**config.mk**
```make
export PLATFORM = sky130hd
export DESIGN_NAME = serial_adder
export DESIGN_NICKNAME = d
export VERILOG_FILES = /design/src/rtl/serial_adder.sv
export SDC_FILE = /design/constraint.sdc
export NUM_CORES = 1
export LEC_CHECK = 0
export CORE_ASPECT_RATIO = 1.5
export CORE_MARGIN = 10
export CORE_UTILIZATION = 52
export DETAILED_ROUTE_END_ITERATION = 12
export PLACE_DENSITY_LB_ADDON = 0.3
export SETUP_SLACK_MARGIN = 0.05
export SKIP_CTS_REPAIR_TIMING = 1
export SYNTH_ARGS = -nofsm -noshare
export SYNTH_HDL_FRONTEND = slang
export SYNTH_SLANG_ARGS = --single-unit
```
**constraint.sdc**
```tcl
create_clock -name clk -period 1.88 [get_ports clk]
set_clock_uncertainty 0.15 [all_clocks]
set_input_delay 0.376 -clock clk [delete_from_list [all_inputs] [get_ports clk]]
set_output_delay 0.376 -clock clk [all_outputs]
set_load 0.02 [all_outputs]
```
**src/rtl/serial_adder.sv**
```systemverilog
// Bit-serial WIDTH-bit adder: one FullAdder1bit cell reused LSB-first, one bit per clock.
// Define SERIAL_ADDER_OVF_EN to add the registered signed-overflow output ovf.
module serial_adder #(
  parameter int WIDTH = 8,
  parameter int CNT_W = 5
) (
  input  logic             clk,
  input  logic             rst,
  input  logic             start,
  input  logic [WIDTH-1:0] a,
  input  logic [WIDTH-1:0] b,
  input  logic             cin,
  output logic             busy,
  output logic             done,
  output logic [WIDTH-1:0] sum,
  output logic             cout
`ifdef SERIAL_ADDER_OVF_EN
  , output logic           ovf
`endif
);

  typedef enum logic [1:0] {IDLE, RUN, DONE} state_t;

  state_t             state_q, state_d;
  logic [WIDTH-1:0]   a_sh_q, a_sh_d, b_sh_q, b_sh_d, s_sh_q, s_sh_d;
  logic [WIDTH-1:0]   sum_q, sum_d;
  logic [CNT_W-1:0]   cnt_q, cnt_d;
  logic               carry_q, carry_d, busy_q, busy_d, done_q, done_d;
  logic               cout_q, cout_d;
  logic               cell_y, cell_co;
`ifdef SERIAL_ADDER_OVF_EN
  logic               ovf_q, ovf_d;
`endif

  FullAdder1bit u_fa (
    .w0   (a_sh_q[0]),
    .w1   (b_sh_q[0]),
    .cin  (carry_q),
    .y    (cell_y),
    .cout (cell_co)
  );

  always_comb begin
    state_d = state_q;
    a_sh_d  = a_sh_q;
    b_sh_d  = b_sh_q;
    s_sh_d  = s_sh_q;
    carry_d = carry_q;
    cnt_d   = cnt_q;
    busy_d  = busy_q;
    done_d  = done_q;
    sum_d   = sum_q;
    cout_d  = cout_q;
`ifdef SERIAL_ADDER_OVF_EN
    ovf_d   = ovf_q;
`endif
    case (state_q)
      RUN: begin
        s_sh_d  = {cell_y, s_sh_q[WIDTH-1:1]};
        a_sh_d  = a_sh_q >> 1;
        b_sh_d  = b_sh_q >> 1;
        carry_d = cell_co;
        cnt_d   = cnt_q + 1'b1;
        if (cnt_q == CNT_W'(WIDTH-1)) begin
          sum_d   = {cell_y, s_sh_q[WIDTH-1:1]};
          cout_d  = cell_co;
`ifdef SERIAL_ADDER_OVF_EN
          // carry_q here is the carry into the MSB
          ovf_d   = carry_q ^ cell_co;
`endif
          state_d = DONE;
          done_d  = 1'b1;
          busy_d  = 1'b0;
        end
      end
      default: begin
        // IDLE and DONE both accept a new request; DONE gives back-to-back ops
        done_d = 1'b0;
        if (start) begin
          a_sh_d  = a;
          b_sh_d  = b;
          carry_d = cin;
          s_sh_d  = '0;
          cnt_d   = '0;
          state_d = RUN;
          busy_d  = 1'b1;
        end else begin
          state_d = IDLE;
        end
      end
    endcase
  end

  always_ff @(posedge clk or posedge rst) begin
    if (rst) begin
      state_q <= IDLE;
      a_sh_q  <= '0;
      b_sh_q  <= '0;
      s_sh_q  <= '0;
      carry_q <= 1'b0;
      cnt_q   <= '0;
      busy_q  <= 1'b0;
      done_q  <= 1'b0;
      sum_q   <= '0;
      cout_q  <= 1'b0;
`ifdef SERIAL_ADDER_OVF_EN
      ovf_q   <= 1'b0;
`endif
    end else begin
      state_q <= state_d;
      a_sh_q  <= a_sh_d;
      b_sh_q  <= b_sh_d;
      s_sh_q  <= s_sh_d;
      carry_q <= carry_d;
      cnt_q   <= cnt_d;
      busy_q  <= busy_d;
      done_q  <= done_d;
      sum_q   <= sum_d;
      cout_q  <= cout_d;
`ifdef SERIAL_ADDER_OVF_EN
      ovf_q   <= ovf_d;
`endif
    end
  end

  assign busy = busy_q;
  assign done = done_q;
  assign sum  = sum_q;
  assign cout = cout_q;
`ifdef SERIAL_ADDER_OVF_EN
  assign ovf  = ovf_q;
`endif

endmodule

// 1-bit full adder cell shared by the serial datapath.
module FullAdder1bit (
  input  logic w0,
  input  logic w1,
  input  logic cin,
  output logic y,
  output logic cout
);
  assign y    = w0 ^ w1 ^ cin;
  assign cout = (w0 & w1) | (cin & (w0 ^ w1));
endmodule

```
* Word level (Yosys, flattened, before mapping)
Cells that the tools add are included.
W data, S select, Z words.
** Storage, ports and cells
- Output and inout port bits :: 11
- Flip-flop bits (word level) :: 43
- Word-level logic and storage cells :: 40
** Cells by class
- Bitwise gates (word level) :: 5
- $add $sub $neg :: 1
- Reduce and logical (&&, ||, !) cells :: 3
- Equality and inequality tests :: 3
- Mux-type cells :: 18
** Operators with widths (count)
- $mux W8 :: 6
- $mux W5 :: 2
- $mux W1 :: 8
- $add A5 B1 Y5 const B :: 1
- $eq A5 B3 Y1 const B :: 1
- $mux W2 :: 2
- $reduce_and A2 Y1 :: 2
- $and A1 B1 Y1 :: 2
- $eq A2 B1 Y1 const B :: 1
- $ne A2 B2 Y1 const B :: 1
- $reduce_bool A2 Y1 :: 1
- $xor A1 B1 Y1 :: 2
- $or A1 B1 Y1 :: 1

* Logic depth before layout (Yosys ltp)
- Depth in word-level cells :: 4
- Depth in mapped cells :: 5

* Modules after synthesis
Synthesis repeated with hierarchy kept, for this count alone.
** Unflattened totals
- Cells, all modules :: 153
- Area total of the unflattened synthesis :: 1794.2 um2
** By module, submodules not included
- serial_adder :: cells an instance 152, times used 1, area each 1774.2 um2
- FullAdder1bit :: cells an instance 1, times used 1, area each 20.0 um2

* Worst setup path after synthesis
OpenSTA, ideal clock, no wires.
- Path type :: register to register
- Start :: register state_q[1]
- End :: register cout_q (netlist: cout)
- Data arrival time :: 1305 ps
- Required time :: 1605 ps
- Cell stages (with the launch flop) :: 6
- Clock period less this slack :: 1580 ps
- Buffers on the path :: 2
- Setup slack :: 300 ps
- Cells stage by stage :: dfrtp_1 nor2b_4 buf_6 nand4_4 buf_6 mux2_4
** On the way
- Longest elaborated chain between the ends :: 2
** Ends and longest elaborated chain
- start, declared :: line 24 : state_t state_q, state_d;
- start signal, assigned :: line 110 : state_q <= state_d;
- $eq A2 B1 Y1 :: line 57 : case (state_q)
- $reduce_and A2 Y1 (no source line)
- end signal, assigned :: line 119 : cout_q <= cout_d;
- end, declared :: line 29 : logic cout_q, cout_d;
Every way passes these cells.
A chain may end at the register's enable or synchronous reset.

* Worst setup path in the final report
- Start :: register sum_q[0] (netlist: sum[0])
- End :: output port sum[0]
** RTL lines
- start, declared :: line 26 : logic [WIDTH-1:0] sum_q, sum_d;
- start signal, assigned :: line 118 : sum_q <= sum_d;
- end, declared :: line 15 : output logic [WIDTH-1:0] sum,
No word-level cell between the ends.

==> results_dict.tcl <==
set metrics [dict create \
    yosysSeqAreaShare_pct 57.2 \
    nets 206 \
    grt.overflow.total 0 \
    grt_max_degree 49 \
    synthCells 153 \
    drt-pass1-iter-count 4 \
    antenna_left 0 \
    timing.setup.tns_ns 0 \
    cap_violations 0 \
    clock-sinks 41 \
    drt-wirelength-per-cell_um 15.4 \
    crit_family "buffers and inverters" \
    drt_iter0_drc 37 \
    synth_warnings 0 \
    drive_above_1_share_pct 13.0 \
    ctsHtreeMaxLevel 2 \
    cts_max_path_buffers 2 \
    area_delta_synth_final_pct 28.2 \
    grtUsageTotal_pct 12.2 \
    worst_slew_margin_rel_pct 74.2 \
    setup_ws_ns 0.102 \
    synth.distinct_cells 22 \
    rows 26 \
    syn-mean-instance-area_um2 11.7 \
    synth_edf_count 0 \
    initial_core_util_pct 53.0 \
    grt_pass1_wl_mm 5.85 \
    total_power_w 0.00347 \
    required_ns 1.35 \
    vias_per_cell 5.15 \
    p_leak_nw 1.20 \
    die_width_um 68.0 \
    arrival_ns 1.25 \
    synth_area_mm2 0.00179 \
    rsz0062_at_grt "no" \
    critPathMaxFanout 2 \
    core_mm2 0.00338 \
    hold_viol_final 0 \
    tightestPinTransition_ns 0.386 \
    place_area_mm2 0.00214 \
    powerDensity_mw_per_mm2 1510 \
    hpwlAfterDp_mm 2.46 \
    ir_drop_uv 845 \
    cp.buffers_inverters 1 \
    post-route-period-util_pct 94.6 \
    place_congestion 0.773 \
    yosysTopAreaCellShare_pct 57.2 \
    pin_count 31 \
    fin_crit_ns 1.78 \
    fin_area_mm2 0.00230 \
    outcome "finished, final reports clean" \
    max_freq_mhz 563 \
    synth_top_cell_by_area "dfrtp_1" \
    drc 0 \
    dieArea_mm2 0.00625 \
    drt_wl_total_mm 3.51 \
    antenna_found_initial 0 \
    synth.area.top_cells "dfrtp_1 57%, mux2i_1 9.5%, nand2_1 6.5%" \
    max_stage_delay_ns 0.60 \
    dr_total_vias 1168 \
    n_antenna_cell 0 \
    endpoint_kind "output port" \
    root_buffer "clkbuf_8" \
    cts_buffers 5 \
    port_buffers 30 \
    slowest_stage "clkdlybuf4s50_1" \
    cts_tree "built" \
    slew_violations 0 \
    hold_class "primary input to asynchronous set/reset pin" \
    pre_cts_slack_ns 0.127 \
    clock_latency_ns 0.30 \
    cp-start-kind "flop" \
    cp_cell_sequence "clkdlybuf4s50_1" \
    ys_ff_latch 41 \
    setup_viol 0 \
    async_flop_share_pct 100 \
    grt_pass1_vias 1250 \
    die_h_um 91.9 \
    synth_nets 175 \
    path_clk_slew_ns 0.08 \
    path_class "flop to output port" \
    synth_ff_type "dfrtp_1" \
]
stage by stage:
stage | util (%) | cells | hold slack (ns)
6_report | 68.0 | 227 | 0.276
3_3_place_gp | 63.4 | 219 | 0.309
3_5_place_dp | 63.4 | 219 | 0.320
5_1_grt | 68.0 | 227 | 0.318
2_1_floorplan | - | 153 | 0.299
4_1_cts | 67.3 | 227 | 0.296
registers in the layout, indices dropped and copies added, names as in the netlist:
| name | flops |
|---|---|
| busy | 1 |
| b_sh_q | 8 |
| s_sh_q | 7 |
| cnt_q | 5 |
| a_sh_q | 8 |
| carry_q | 1 |
| sum | 8 |
| state_q | 2 |
| cout | 1 |
cell type report:
type,count,area [µm²]
Fill cell,279,1080
Sequential cell,41,1030
Multi-Input combinational cell,100,706
Timing Repair Buffer,33,370
Clock buffer,5,68.8
Clock inverter,3,65.1
Tap cell,42,52.6
Inverter,3,11.3
layer usage:
metal  global-route usage, %  wire (µm)  up-vias
li1                        -          -      579
met1                    13.2       1460      554
met2                    20.5       1810       29
met3                    4.63        175        6
met4                    5.05         62        0
met5                       0          0        -
cell usage after synthesis, drive strengths merged, types with 2 or more instances:
cell,n
a22o,2
xnor2,2
dfrtp,41
buf,4
mux2i,17
nor2,4
inv,2
nand3,2
nand2,31
o21ai,23
clkbuf,5
mux2,11
a21oi,2
worst paths after layout:
path / slack [ns] / cells past startpoint / endpoint / start
setup / recovery: 0.10 / 1 / sum[0] / sum[0]
hold / removal: 0.28 / 3 / cnt_q[3] / rst
setup reg to reg: 0.26 / 3 / sum[5] / state_q[1]
hold reg to reg: 0.35 / 2 / a_sh_q[4] / a_sh_q[5]
max in group asynchronous: 1.09 / 3 / state_q[1] / rst
min in group clk: 0.35 / 2 / a_sh_q[4] / a_sh_q[5]
power breakdown:
part           leakage [nW]  switching [W]  total [W]  internal [W]
Combinational         0.602       0.000610    0.00119      0.000583
Sequential            0.529       0.000223    0.00144       0.00122
Clock                0.0681       0.000307   0.000835      0.000527
worst reg2reg max path: cells and delay by family (launching register included):
family	cells	cell delay, ns
flip-flops	1	0.42
multiplexers	1	0.38
AND/OR/NAND/NOR	2	0.57
cells by family after synthesis:
| kind of cell | synth area share (%) |
|---|---|
| AO/OA/AOI/OAI | 8.86 |
| AND/OR/NAND/NOR | 9.83 |
| XOR/XNOR | 0.976 |
| buffers and inverters | 3.49 |
| adder cells (fa/ha/maj) | 1.81 |
| flip-flops | 57.2 |
| multiplexers | 17.9 |
placed cells by master (no fill, tap or decap):
master / Yosys / routed
dfrtp_1: 41 / 41
nand2_1: 31 / 31
o21ai_0: 23 / 23
clkdlybuf4s50_1: 0 / 21
mux2i_1: 17 / 17
dlymetal6s2s_1: 0 / 9
mux2_4: 7 / 7
clkbuf_8: 0 / 5
nor2_1: 4 / 4
mux2_2: 4 / 4
a21oi_1: 2 / 2
nand3_1: 2 / 2
xnor2_1: 2 / 2
a22o_1: 2 / 2
inv_1: 2 / 2
bufinv_16: 0 / 2
buf_12: 0 / 2
nor2b_4: 1 / 1
nand4_4: 1 / 1
clkinv_1: 1 / 1
o2bb2ai_1: 1 / 1
o21a_1: 1 / 1
fa_1: 1 / 1
ha_1: 1 / 1
clkinv_2: 0 / 1
buf_4: 0 / 1
No activity file was read; power rests on OpenSTA's default activity.
